--- config.mk ---
export PLATFORM = sky130hd
export DESIGN_NAME = zmod_rx_align_flat
export DESIGN_NICKNAME = d
export VERILOG_FILES = /design/src/rtl/zmod_pkg.sv /design/src/rtl/zmod_rx_align_if.sv /design/src/rtl/zmod_lane_align.sv /design/src/rtl/zmod_rx_align.sv /design/src/flat_wrapper.sv
export SDC_FILE = /design/constraint.sdc
export NUM_CORES = 1
export LEC_CHECK = 0
export ABC_AREA = 1
export BUFFER_PORTS_ARGS = -buffer_cell sky130_fd_sc_hd__buf_2
export CAP_MARGIN = 20
export CORE_MARGIN = 2
export CORE_UTILIZATION = 58
export DETAILED_ROUTE_END_ITERATION = 8
export HOLD_SLACK_MARGIN = 0.1
export PLACE_DENSITY_LB_ADDON = 0.25
export SLEW_MARGIN = 10
export SYNTH_ARGS = -nofsm -noshare
export SYNTH_HDL_FRONTEND = slang
export SYNTH_HIERARCHICAL = 1
export SYNTH_SLANG_ARGS = --single-unit
export TNS_END_PERCENT = 50
--- constraint.sdc ---
create_clock -name clk -period 1.9 [get_ports clk]
set_clock_uncertainty 0.2 [all_clocks]
set_input_delay 0.095 -clock clk [delete_from_list [all_inputs] [get_ports clk]]
set_output_delay 0.095 -clock clk [all_outputs]
set_load 0.01 [all_outputs]
--- src/rtl/zmod_pkg.sv ---
// Shared types and defaults for the ZMOD receive aligner.
package zmod_pkg;

   localparam int unsigned ZMOD_LANES      = 4;
   localparam int unsigned ZMOD_W          = 8;
   localparam logic [7:0]  ZMOD_TRAIN_WORD = 8'hA5;

   typedef enum logic [1:0] {
      SEARCH,
      WAIT,
      LOCKED
   } lane_state_e;

endpackage

--- src/rtl/zmod_rx_align_if.sv ---
// Lane-data, alignment-status and payload signals between the deserializers and the aligner.
interface zmod_rx_align_if #(
   parameter int unsigned N_LANES = 4,
   parameter int unsigned W       = 8
);
   logic                 realign;
   logic                 in_valid;
   logic [N_LANES*W-1:0] in_data;
   logic [N_LANES-1:0]   bitslip;
   logic [N_LANES-1:0]   lane_locked;
   logic [N_LANES-1:0]   lane_fail;
   logic                 all_locked;
   logic                 out_valid;
   logic [N_LANES*W-1:0] out_data;

   modport master (
      output realign, in_valid, in_data,
      input  bitslip, lane_locked, lane_fail, all_locked, out_valid, out_data
   );

   modport slave (
      input  realign, in_valid, in_data,
      output bitslip, lane_locked, lane_fail, all_locked, out_valid, out_data
   );
endinterface

--- src/rtl/zmod_lane_align.sv ---
// Single-lane word aligner: slips the deserializer until TRAIN_WORD repeats LOCK_COUNT times.
module zmod_lane_align
   import zmod_pkg::*;
#(
   parameter int unsigned  W          = ZMOD_W,
   parameter logic [W-1:0] TRAIN_WORD = W'(ZMOD_TRAIN_WORD),
   parameter int unsigned  LOCK_COUNT = 16,
   parameter int unsigned  SLIP_WAIT  = 4,
   parameter int unsigned  MAX_SLIPS  = 2 * W
) (
   input  logic         clk,
   input  logic         rst_n,
   input  logic         realign,
   input  logic         in_valid,
   input  logic [W-1:0] word,
   output logic         bitslip,
   output logic         locked,
   output logic         fail
);
   localparam int unsigned MW = $clog2(LOCK_COUNT + 1);
   localparam int unsigned SW = $clog2(MAX_SLIPS + 1);
   localparam int unsigned WW = $clog2(SLIP_WAIT + 1);

   lane_state_e   state_q, state_d;
   logic [MW-1:0] match_q, match_d;
   logic [SW-1:0] slip_q, slip_d;
   logic [WW-1:0] wait_q, wait_d;
   logic          bitslip_q, bitslip_d;
   logic          locked_q, locked_d;
   logic          fail_q, fail_d;

   always_ff @(posedge clk or negedge rst_n) begin
      if (!rst_n) begin
         state_q   <= SEARCH;
         match_q   <= '0;
         slip_q    <= '0;
         wait_q    <= '0;
         bitslip_q <= 1'b0;
         locked_q  <= 1'b0;
         fail_q    <= 1'b0;
      end else begin
         state_q   <= state_d;
         match_q   <= match_d;
         slip_q    <= slip_d;
         wait_q    <= wait_d;
         bitslip_q <= bitslip_d;
         locked_q  <= locked_d;
         fail_q    <= fail_d;
      end
   end

   always_comb begin
      state_d   = state_q;
      match_d   = match_q;
      slip_d    = slip_q;
      wait_d    = wait_q;
      bitslip_d = 1'b0;
      locked_d  = locked_q;
      fail_d    = fail_q;
      if (realign) begin
         state_d  = SEARCH;
         match_d  = '0;
         slip_d   = '0;
         wait_d   = '0;
         locked_d = 1'b0;
         fail_d   = 1'b0;
      end else begin
         unique case (state_q)
            SEARCH: begin
               if (in_valid && (word == TRAIN_WORD)) begin
                  if (match_q == MW'(LOCK_COUNT - 1)) begin
                     state_d  = LOCKED;
                     locked_d = 1'b1;
                     match_d  = MW'(LOCK_COUNT);
                  end else begin
                     match_d = match_q + 1'b1;
                  end
               end else if (in_valid) begin
                  bitslip_d = 1'b1;
                  match_d   = '0;
                  wait_d    = WW'(SLIP_WAIT);
                  state_d   = WAIT;
                  // The slip that reaches MAX_SLIPS flags the lane and restarts the tally.
                  if (slip_q == SW'(MAX_SLIPS - 1)) begin
                     fail_d = 1'b1;
                     slip_d = '0;
                  end else begin
                     slip_d = slip_q + 1'b1;
                  end
               end
            end
            WAIT: begin
               if (wait_q <= WW'(1)) begin
                  wait_d  = '0;
                  state_d = SEARCH;
               end else begin
                  wait_d = wait_q - 1'b1;
               end
            end
            LOCKED: begin
               state_d = LOCKED;
            end
            default: begin
               state_d = SEARCH;
            end
         endcase
      end
   end

   assign bitslip = bitslip_q;
   assign locked  = locked_q;
   assign fail    = fail_q;

endmodule

--- src/rtl/zmod_rx_align.sv ---
// Four-lane ZMOD receive aligner: per-lane bitslip search, then forwards aligned payload words.
module zmod_rx_align
   import zmod_pkg::*;
#(
   parameter int unsigned  N_LANES    = ZMOD_LANES,
   parameter int unsigned  W          = ZMOD_W,
   parameter logic [W-1:0] TRAIN_WORD = W'(ZMOD_TRAIN_WORD),
   parameter int unsigned  LOCK_COUNT = 16,
   parameter int unsigned  SLIP_WAIT  = 4,
   parameter int unsigned  MAX_SLIPS  = 2 * W
) (
   input logic             clk,
   input logic             rst_n,
   zmod_rx_align_if.slave  bus
);
   logic [N_LANES-1:0]   bitslip;
   logic [N_LANES-1:0]   lane_locked;
   logic [N_LANES-1:0]   lane_fail;
   logic                 all_locked_q;
   logic                 out_valid_q;
   logic [N_LANES*W-1:0] out_data_q;

   for (genvar i = 0; i < N_LANES; i++) begin : g_lane
      zmod_lane_align #(
         .W          (W),
         .TRAIN_WORD (TRAIN_WORD),
         .LOCK_COUNT (LOCK_COUNT),
         .SLIP_WAIT  (SLIP_WAIT),
         .MAX_SLIPS  (MAX_SLIPS)
      ) u_lane (
         .clk      (clk),
         .rst_n    (rst_n),
         .realign  (bus.realign),
         .in_valid (bus.in_valid),
         .word     (bus.in_data[i*W +: W]),
         .bitslip  (bitslip[i]),
         .locked   (lane_locked[i]),
         .fail     (lane_fail[i])
      );
   end

   // out_data is deliberately left holding across realign; only the valid flag drops.
   always_ff @(posedge clk or negedge rst_n) begin
      if (!rst_n) begin
         all_locked_q <= 1'b0;
         out_valid_q  <= 1'b0;
         out_data_q   <= '0;
      end else if (bus.realign) begin
         all_locked_q <= 1'b0;
         out_valid_q  <= 1'b0;
      end else begin
         all_locked_q <= &lane_locked;
         out_valid_q  <= bus.in_valid & all_locked_q;
         if (bus.in_valid && all_locked_q) begin
            out_data_q <= bus.in_data;
         end
      end
   end

   assign bus.bitslip     = bitslip;
   assign bus.lane_locked = lane_locked;
   assign bus.lane_fail   = lane_fail;
   assign bus.all_locked  = all_locked_q;
   assign bus.out_valid   = out_valid_q;
   assign bus.out_data    = out_data_q;

endmodule

--- src/flat_wrapper.sv ---
// flat-port wrapper written by rule: the top's interface ports become plain ports
module zmod_rx_align_flat import zmod_pkg::*;
#(
   parameter int unsigned  N_LANES    = ZMOD_LANES,
   parameter int unsigned  W          = ZMOD_W,
   parameter logic [W-1:0] TRAIN_WORD = W'(ZMOD_TRAIN_WORD),
   parameter int unsigned  LOCK_COUNT = 16,
   parameter int unsigned  SLIP_WAIT  = 4,
   parameter int unsigned  MAX_SLIPS  = 2 * W
)
  (clk, rst_n, bus_realign, bus_in_valid, bus_in_data, bus_bitslip, bus_lane_locked, bus_lane_fail, bus_all_locked, bus_out_valid, bus_out_data);
  zmod_rx_align_if #(.N_LANES(N_LANES), .W(W)) bus_i ();
  input logic clk;
  input logic rst_n;
  input wire logic [$bits(bus_i.realign)-1:0] bus_realign;
  input wire logic [$bits(bus_i.in_valid)-1:0] bus_in_valid;
  input wire logic [$bits(bus_i.in_data)-1:0] bus_in_data;
  output wire logic [$bits(bus_i.bitslip)-1:0] bus_bitslip;
  output wire logic [$bits(bus_i.lane_locked)-1:0] bus_lane_locked;
  output wire logic [$bits(bus_i.lane_fail)-1:0] bus_lane_fail;
  output wire logic [$bits(bus_i.all_locked)-1:0] bus_all_locked;
  output wire logic [$bits(bus_i.out_valid)-1:0] bus_out_valid;
  output wire logic [$bits(bus_i.out_data)-1:0] bus_out_data;
  assign bus_i.realign = bus_realign;
  assign bus_i.in_valid = bus_in_valid;
  assign bus_i.in_data = bus_in_data;
  assign bus_bitslip = bus_i.bitslip;
  assign bus_lane_locked = bus_i.lane_locked;
  assign bus_lane_fail = bus_i.lane_fail;
  assign bus_all_locked = bus_i.all_locked;
  assign bus_out_valid = bus_i.out_valid;
  assign bus_out_data = bus_i.out_data;
  zmod_rx_align #(.N_LANES(N_LANES), .W(W), .TRAIN_WORD(TRAIN_WORD), .LOCK_COUNT(LOCK_COUNT), .SLIP_WAIT(SLIP_WAIT), .MAX_SLIPS(MAX_SLIPS)) u_core (.clk(clk), .rst_n(rst_n), .bus(bus_i));
endmodule
After elaboration in Yosys (flattened, before gate mapping). Index checks and enable logic that the tools add are counted.

Multiplexer cells: 126. Add/sub/neg operators: 12. Bitwise logic cells: 2. Reduce and logical (&&, ||, !) cells: 60. Equality and inequality tests: 44. Order comparisons: 4.

Operators with widths (count): $mux W5 (37); $mux W1 (51); $reduce_and A3 Y1 (16); $add A5 B1 Y5 const B (8); $eq A5 B4 Y1 const B (8); $mux W3 (13); $ne A3 B3 Y1 const B (12); $mux W2 (17); $reduce_bool A2 Y1 (17); $eq A8 B8 Y1 const B (4); $ne A4 B4 Y1 const B (8); $pmux W2 S3 (4); $pmux W3 S2 (4); $reduce_bool A3 Y1 (8); $reduce_and A4 Y1 (5); $le A3 B1 Y1 const B (4); $sub A3 B1 Y3 const B (4); $reduce_and A2 Y1 (5); $eq A2 B1 Y1 const B (4); $eq A2 B2 Y1 const B (4); $logic_not A2 Y1 (4); $ne A2 B2 Y1 const B (4); $logic_and A1 B1 Y1 (5); $and A1 B1 Y1 (1); $not A1 Y1 (1).

Output and inout port bits: 46. Input bits: 36. Word-level logic and storage cells: 279. Register bits after elaboration: 106.

Longest topological paths before layout. Gate-level depths: netlist (run 1).

Depth in word-level cells: 6. Mapped depth: 8.

Cells and area by module. Netlist (run 1), hierarchy kept.

By module, submodules not included: zmod_lane_align (u_core.g_lane[2].u_lane ...) (area each 1146.1 um2, cells an instance 146, instances 2, sequential area each 450.4 um2); zmod_lane_align (u_core.g_lane[0].u_lane ...) (area each 1108.6 um2, cells an instance 150, instances 2, sequential area each 450.4 um2); zmod_rx_align (area each 1422.6 um2, cells an instance 150, instances 1, sequential area each 850.8 um2).

Least setup slack after synthesis (run 1). OpenSTA, ideal clock, no wires.

Path kind: register to register. Start point: register u_core.g_lane[0].u_lane.match_q[0]. End point: register u_core.g_lane[0].u_lane.state_q[1]. Stages on the path, launching flop included: 9. Setup slack: 0.323 ns. Library setup time: 0.114 ns. Buffers on the path: 0. Arrival time: 1.263 ns. Cells stage by stage: dfrtp_1 ha_1 nand2_1 nor2_1 ha_1 nor2_1 nand4_1 nand3_1 nor2_1.

Word-level cells in the longest chain between the ends: 3.

RTL lines: start, declared (line zmod_lane_align.sv:25) `logic [MW-1:0] match_q, match_d;`; start signal, assigned (line zmod_lane_align.sv:43) `match_q <= match_d;`; $eq A5 B4 Y1 (line zmod_lane_align.sv:71) `if (match_q == MW'(LOCK_COUNT - 1)) begin`; $ne A4 B4 Y1 (no line); $reduce_and A3 Y1 (no line); end signal, assigned (line zmod_lane_align.sv:42) `state_q <= state_d;`; end, declared (line zmod_lane_align.sv:24) `lane_state_e state_q, state_d;`.

Every way passes these cells. A chain may end at the register's enable or synchronous reset.

Worst setup path in the final report (run 1).
Start point: register u_core.g_lane[1].u_lane.match_q[0]. End point: register u_core.g_lane[1].u_lane.match_q[2].

Word-level cells in the longest chain between the ends: 5. Elaborated cells on any way between the ends: 6.

RTL lines: start, declared (line zmod_lane_align.sv:25); start signal, assigned (line zmod_lane_align.sv:43); $add A5 B1 Y5 or $eq A5 B4 Y1 (tied branches) (line zmod_lane_align.sv:76, zmod_lane_align.sv:71); $mux W5 (*) (line zmod_lane_align.sv:71); $mux W5 (*) (line zmod_lane_align.sv:70) `if (in_valid && (word == TRAIN_WORD)) begin`; $mux W5 (*) (line zmod_lane_align.sv:68) `unique case (state_q)`; $mux W5 (*) (line zmod_lane_align.sv:60) `if (realign) begin`.

Every way passes the cells marked *; elsewhere a longest branch is shown, timed or not. The select of a mux whose other input is x is not followed.

==> metrics, run 1 <==
status=complete, no violations; Worst Reg-to-Reg Cells=7; setup slack, reg-to-reg=0.15 ns; Int Power=3360 uW; Hold Fails Final Rpt=0; RSZ-0062 raised after global routing=false; fraction of layout cells with a size suffix above 1=17.7%; total track usage=25.9%; DP HPWL=9680 um; Yosys warning count=6; worst setup path class=reg -> reg; final instance area=7040 um^2; Switching Fraction=26.9%; post-DR vias/cell=5.37; Setup Fix Bufs, Post-CTS=0; final instance count without filler cells=999; largest net degree at the start of global routing=41; placer congestion estimate=0.881; number of diodes=0; Pwr Density=654 nW/um^2; synthesized area per cell=7.99 um^2; Seq/Total Area, Yosys=44.7%; Rel. slew slack=57.3%; Yosys reg bits=106; Die Y=105 um; worst path bufs/invs=0; leading area contributor after synthesis=dfrtp_1; clock power share=33.3%; register share of total power=52.5%; setup TNS=0 ns; Top delay family on crit path=simple AND/OR/NAND/NOR gates; top cells by area, synth=dfrtp_1 45%, nand2_1 13%, nand4_1 6.5%, inv_1 4.6%, ha_1 4.2%; die footprint=11100 um^2; Peak supply drop=309 uV; share of the synthesized area in the top cell type=44.7%; core footprint=9860 um^2; max-slew violations=0; final setup fails=0; crit path DAT=1.84 ns; clock latency on the worst-skew pair=0.36 ns; worst flop-to-flop path endpoint=u_core/g_lane[1].u_lane/match_q[2]$_DFFE_PN0P_; root buffer cell=clkbuf_8; IO Port Bufs=81; vias in the first global route=5145; CTS H-tree depth=3; class of the worst hold path=in -> reg; Worst-path clk slew=0.10 ns; Critical Path RT=1.99 ns; CP Max Fanout=4; # IOs=82; FF+latch area=2650 um^2; DRT Pass-1 Iters=5; crit path time final=1.75 ns; worst-margin pin slew=0.641 ns; initial drt markers=254; Worst R2R Start=u_core/g_lane[1].u_lane/match_q[0]$_DFFE_PN0P_; Placed Cells=947; Routed WL=13700 um; final period utilization=92.1%; Gate Count Post-Synth=742; drt drc=0; source of the worst hold timing path=bus_realign; Fmax=572 MHz; Syn-to-layout area delta=18.7%; Pleak=0.00373 uW; synthesized area=5930 um^2; routed via count=5362; worst path cell trace=ha_1 -> nand2_1 -> nor2_1 -> ha_1 -> nor2_2 -> nand4_1 -> a21oi_1; CTS Buf Count=9; Multi-input gate area=2780 um^2; Initial Util=60.1%; initial antenna violation count=0; post-synth net total=798; Yosys cell types=30; Hold EP=u_core/g_lane[3].u_lane/wait_q[2]$_DFFE_PN0P_; total gr overflow=0; Largest stage delay, worst path=0.41 ns; worst hold path cell count=4; Rows=36; Max clock buf depth=2; Comb pwr share=14.2%; most frequent CP cell=ha_1; Net count, final=917; Psw=1240 uW; clock tree sinks=106; max-cap viol count=0; first-pass GRT wire length=23400 um; CTS tree=yes; WL/cell=13.8 um; Placed Area=6460 um^2; fill cell count=759; Die W=105 um; Crit. End Element=register; antenna-violating nets left=0; CP max stage cell=dfrtp_1; Startpoint Class=register
==> worst max-delay path by stage <==
stage                                                        start                                        endpoint  slack (ns)  depth (start not counted)
floorplan           u_core/g_lane[0].u_lane/match_q[0]$_DFFE_PN0P_  u_core/g_lane[0].u_lane/state_q[1]$_DFFE_PN0P_        0.32                          8
global placement    u_core/g_lane[1].u_lane/match_q[0]$_DFFE_PN0P_  u_core/g_lane[1].u_lane/state_q[1]$_DFFE_PN0P_        0.22                          8
detailed placement  u_core/g_lane[1].u_lane/match_q[0]$_DFFE_PN0P_  u_core/g_lane[1].u_lane/state_q[1]$_DFFE_PN0P_        0.18                          8
CTS                 u_core/g_lane[1].u_lane/match_q[0]$_DFFE_PN0P_  u_core/g_lane[1].u_lane/match_q[2]$_DFFE_PN0P_         0.1                          7
global route        u_core/g_lane[1].u_lane/match_q[0]$_DFFE_PN0P_  u_core/g_lane[1].u_lane/match_q[2]$_DFFE_PN0P_        0.02                          7
finish              u_core/g_lane[1].u_lane/match_q[0]$_DFFE_PN0P_  u_core/g_lane[1].u_lane/match_q[2]$_DFFE_PN0P_        0.15                          7
==> synth_stat cells <==
master / n
or2_2: 4
nor3_1: 6
and2_1: 8
nand2_1: 213
ha_1: 20
o22ai_1: 4
o31ai_2: 2
nor2_4: 8
buf_2: 11
xor2_1: 4
nand2_4: 8
nor2_2: 6
nand3_4: 5
nand2_2: 2
or2_1: 6
a21oi_1: 26
inv_4: 4
o31ai_1: 2
inv_1: 73
buf_4: 2
dfrtp_1: 106
o21ai_0: 22
clkinv_4: 2
o21ai_1: 16
inv_2: 3
nand3_1: 41
a31oi_1: 2
nand4_1: 62
nor2_1: 65
buf_6: 9
==> repair_timing <==
item | 4_1_cts | 5_1_grt
hold buffers | 36 | 0
hold endpoints to repair | 177 | 0
setup endpoints to repair | 0 | 1
resized for setup | 0 | 1
==> flip-flops by register name (all words and copies together), names as in the netlist <==
name	flops
u_core/g_lane.u_lane/bitslip	4
u_core/g_lane.u_lane/wait_q	12
u_core/bus.all_locked	1
u_core/g_lane.u_lane/slip_q	20
u_core/g_lane.u_lane/match_q	20
u_core/bus.out_valid	1
u_core/g_lane.u_lane/fail	4
u_core/bus.out_data	32
u_core/g_lane.u_lane/state_q	8
u_core/g_lane.u_lane/locked	4
==> power by group through the flow <==
| stage | Sequential, uW | Clock [uW] | Combinational, uW |
|---|---|---|---|
| 2_1_floorplan | 2450 | 0 | 385 |
| 5_1_grt | 2430 | 1670 | 735 |
| 3_3_place_gp | 2450 | 0 | 569 |
| 6_report | 2420 | 1530 | 652 |
| 3_5_place_dp | 2460 | 0 | 593 |
| 4_1_cts | 2420 | 1570 | 650 |
==> worst register-to-register path, stage by stage (launching register included) <==
cell,delay (ns)
dfrtp_1,0.41
ha_1,0.23
nand2_1,0.10
nor2_1,0.05
ha_1,0.20
nor2_2,0.18
nand4_1,0.14
a21oi_1,0.16
==> metrics by stage <==
stage               util [%]  setup slack [ns]  hold slack [ns]  power, uW
floorplan                  -             0.323           -0.401       2830
global placement        65.5             0.223          -0.0766       3020
detailed placement      65.5             0.183          -0.0717       3050
CTS                     71.3            0.0999            0.164       4640
global route            71.4            0.0171            0.193       4840
finish                  71.4             0.150            0.180       4600
==> layout make-up <==
cell class              instances  share of cell area (%)
flip-flops and latches        106                    37.7
clock buffers                  12                    2.06
repair buffers                130                    12.7
inverters                      82                    4.66
clock inverters                 4                    1.07
multi-input cells             532                    39.5
well taps                     133                    2.36
==> kinds of logic (layout without fill, tap and decap cells) <==
group           count (synthesis)  after routing  synth area share (%)
simple gates                  434            434                  35.4
flops                         106            106                  44.7
buf+inv                       104            228                  8.42
compound gates                 74             74                  6.71
fa+ha+maj                      20             20                  4.22
xor+xnor                        4              4                 0.591
==> metal layers <==
| metal | part of all wire (%) | GRT usage (%) |
|---|---|---|
| met4 | 0.87 | 8.10 |
| met3 | 4.0 | 3.24 |
| met5 | 0 | 0 |
| met2 | 50 | 45.0 |
| met1 | 45 | 33.8 |
==> layout by cell type, fill, tap and decap left out, drive strengths merged <==
cell	count
a31oi	2
dfrtp	106
nor3	6
nand3	46
o22ai	4
inv	80
bufinv	2
clkinv	2
o31ai	4
nor2	79
and2	8
dlygate4sd3	36
nand4	62
clkbuf	12
ha	20
a21oi	26
nand2	223
clkinvlp	2
buf	94
or2	10
o21ai	38
xor2	4
(Power assumes the default switching activity.)
==> run 2, diff against run 1 <==
Settings changed: CORE_UTILIZATION 58 to 60.
Clock period 1.9 ns to 2.2 ns, I/O delays scaled along.
==> run 2 against run 1 <==
Against the previous run:
- count of clock-buffer cells in the layout is 1 lower
- largest power group unchanged
- critical path depth is 1 lower
- first-iteration DRC count is 2.0% lower
- sequential share of layout area is 0.15 points lower
==> metrics, run 2 (synthesis gave the netlist of run 1 again) <==
CTS tree=yes (unchanged); Net count, final=918 (was 917); DRT Pass-1 Iters=5 (unchanged); Multi-input gate area=2780 um^2 (about the same); Top delay family on crit path=buffers and inverters (was simple AND/OR/NAND/NOR gates); first-pass GRT wire length=23700 um (was 23400 um); Pleak=0.00373 uW (about the same); root buffer cell=clkbuf_8 (unchanged); IO Port Bufs=81 (unchanged); status=complete, no violations (unchanged); Die W=103 um (was 105 um); Setup Fix Bufs, Post-CTS=0 (unchanged); WL/cell=14.2 um (was 13.8 um); Die Y=103 um (was 105 um); crit path DAT=1.95 ns (was 1.84 ns); Hold Fails Final Rpt=0 (unchanged); Routed WL=14200 um (was 13700 um); wire length on met1=6130 um (was 6200 um); clock tree sinks=106 (unchanged); Pwr Density=557 nW/um^2 (was 654 nW/um^2); worst path bufs/invs=4 (was 0); # IOs=82 (unchanged); most common cell after layout, fill and taps aside=nand2_1 (unchanged); routed via count=5447 (was 5362); CP max stage cell=dlygate4sd3_1 (was dfrtp_1); Worst-path clk slew=0.09 ns (was 0.10 ns); Largest stage delay, worst path=0.57 ns (was 0.41 ns); CP Max Fanout=15 (was 4); CTS Buf Count=9 (unchanged); Startpoint Class=input port (was register); drt drc=0 (unchanged); Peak supply drop=376 uV (was 309 uV); initial drt markers=249 (was 254); placer congestion estimate=0.923 (was 0.881); max FFs per register=32 (unchanged); core footprint=9680 um^2 (was 9860 um^2); DR WL met3=690 um (was 549 um); Worst R2R Start=u_core/bus.all_locked$_DFF_PN0_ (was u_core/g_lane[1].u_lane/match_q[0]$_DFFE_PN0P_); worst flop-to-flop path endpoint=u_core/bus.out_data[20]$_DFFE_PN0P_ (was u_core/g_lane[1].u_lane/match_q[2]$_DFFE_PN0P_); vias in the first global route=5289 (was 5145); Rel. slew slack=65.6% (was 57.3%); worst-margin pin slew=0.510 ns (was 0.641 ns); fill cell count=710 (was 759); Crit. End Element=register (unchanged); Worst Reg-to-Reg Cells=4 (was 7); top routing layer used=met4 (unchanged); initial antenna violation count=0 (unchanged); class of the worst hold path=reg -> reg (was in -> reg); Max clock buf depth=2 (unchanged); worst hold path cell count=2 (was 4); number of diodes=0 (unchanged); total power=3940 uW (was 4600 uW); worst setup path class=in -> reg (was reg -> reg); Hold EP=u_core/bus.out_data[15]$_DFFE_PN0P_ (was u_core/g_lane[3].u_lane/wait_q[2]$_DFFE_PN0P_); CTS H-tree depth=3 (unchanged); DP HPWL=9790 um (was 9680 um); final setup fails=0 (unchanged); routed wl met2=7140 um (was 6870 um); setup TNS=0 ns (unchanged); Initial Util=61.3% (was 60.1%); Fmax=529 MHz; total track usage=28.2% (was 25.9%); final period utilization=85.9%; fraction of layout cells with a size suffix above 1=17.6% (was 17.7%); RSZ-0062 raised after global routing=false (unchanged); crit path time final=1.89 ns; largest net degree at the start of global routing=38 (was 41); max-slew violations=0 (unchanged); antenna-violating nets left=0 (unchanged); Critical Path RT=2.26 ns (was 1.99 ns); most frequent CP cell=dlygate4sd3_1 (was ha_1); commonest non-fill, non-tap cells in the layout=213 x nand2_1, 106 x dfrtp_1, 80 x buf_2 (unchanged); Syn-to-layout area delta=19.2% (was 18.7%); max-cap viol count=0 (unchanged); worst path cell trace=dlygate4sd3_1 -> buf_2 -> inv_2 -> nand4_1 -> dlygate4sd3_1 -> nand2_1 (was ha_1 -> nand2_1 -> nor2_1 -> ha_1 -> nor2_2 -> nand4_1 -> a21oi_1); clock latency on the worst-skew pair=0.38 ns (was 0.36 ns); Rows=36 (unchanged); total gr overflow=0 (unchanged); post-DR vias/cell=5.45 (was 5.37); setup slack, reg-to-reg=0.31 ns (was 0.15 ns); die footprint=10700 um^2 (was 11100 um^2); FF+latch area=2650 um^2 (unchanged); source of the worst hold timing path=u_core/bus.out_data[15]$_DFFE_PN0P_ (was bus_realign)
[run 2: cell types whose count changed in the layout (fill, tap and decap cells not counted), sizes merged]
cell | before | now
dlygate4sd3 | 36 | 38
buf | 94 | 93
bufinv | 2 | 1
clkbuf | 12 | 11
clkinvlp | 2 | 3
inv | 80 | 81
[run 2: what timing repair did]
action | 4_1_cts | 5_1_grt
resized for setup | 0 | 0
hold endpoints to repair | 173 | 0
hold buffers | 39 | 0
setup endpoints to repair | 0 | 0
[run 2: worst max-delay path by stage]
| stage | start | end | slack, ns | depth (start not counted) |
|---|---|---|---|---|
| 3_3_place_gp | u_core/g_lane[0].u_lane/match_q[0]$_DFFE_PN0P_ | u_core/g_lane[0].u_lane/state_q[1]$_DFFE_PN0P_ | 0.54 | 8 |
| 5_1_grt | u_core/bus.all_locked$_DFF_PN0_ | u_core/bus.out_data[20]$_DFFE_PN0P_ | 0.21 | 4 |
| 4_1_cts | bus_realign | u_core/bus.out_data[17]$_DFFE_PN0P_ | 0.37 | 6 |
| 6_report | bus_realign | u_core/bus.out_data[20]$_DFFE_PN0P_ | 0.31 | 6 |
| 2_1_floorplan | u_core/g_lane[0].u_lane/match_q[0]$_DFFE_PN0P_ | u_core/g_lane[0].u_lane/state_q[1]$_DFFE_PN0P_ | 0.62 | 8 |
| 3_5_place_dp | u_core/g_lane[0].u_lane/match_q[0]$_DFFE_PN0P_ | u_core/g_lane[0].u_lane/match_q[3]$_DFFE_PN0P_ | 0.48 | 7 |
[run 2: per-stage QoR]
| stage | instances | worst slack [ns] | cell area (um^2) | utilization, % | hold slack [ns] |
|---|---|---|---|---|---|
| finish | 1000 | 0.310 | 7070 | 73.0 | 0.270 |
| global placement | 945 | 0.539 | 6450 | 66.7 | -0.0924 |
| CTS | 1000 | 0.369 | 7070 | 73.0 | 0.276 |
| detailed placement | 945 | 0.480 | 6450 | 66.7 | -0.0884 |
| floorplan | 742 | 0.623 | 5930 | - | -0.386 |
| global route | 1000 | 0.214 | 7070 | 73.0 | 0.300 |
[run 2: where the power goes]
part	total, uW	internal [uW]	leakage [uW]	switching (uW)
Clock	1270	592	0.0000982	678
Combinational	579	224	0.00218	355
Sequential	2090	2020	0.00145	73.3
[run 2: cell type report]
type | count | area share (%)
multi-input combinational | 532 | 39.3
sequential | 106 | 37.5
timing repair buffer | 131 | 13.1
inverter | 82 | 4.64
tap | 133 | 2.35
clock buffer | 11 | 2.14
clock inverter | 5 | 0.867
[run 2: per-layer routing]
metal,vias up,global-route usage [%]
li1,2665,-
met1,2573,36.1
met2,186,49.2
met3,23,3.23
met4,0,11.0
met5,-,0
[run 2: worst min-delay path, stage by stage, from the launching register on]
cell and delay, ns:
dfrtp_1 0.35, nand2_1 0.05, nand2_1 0.04
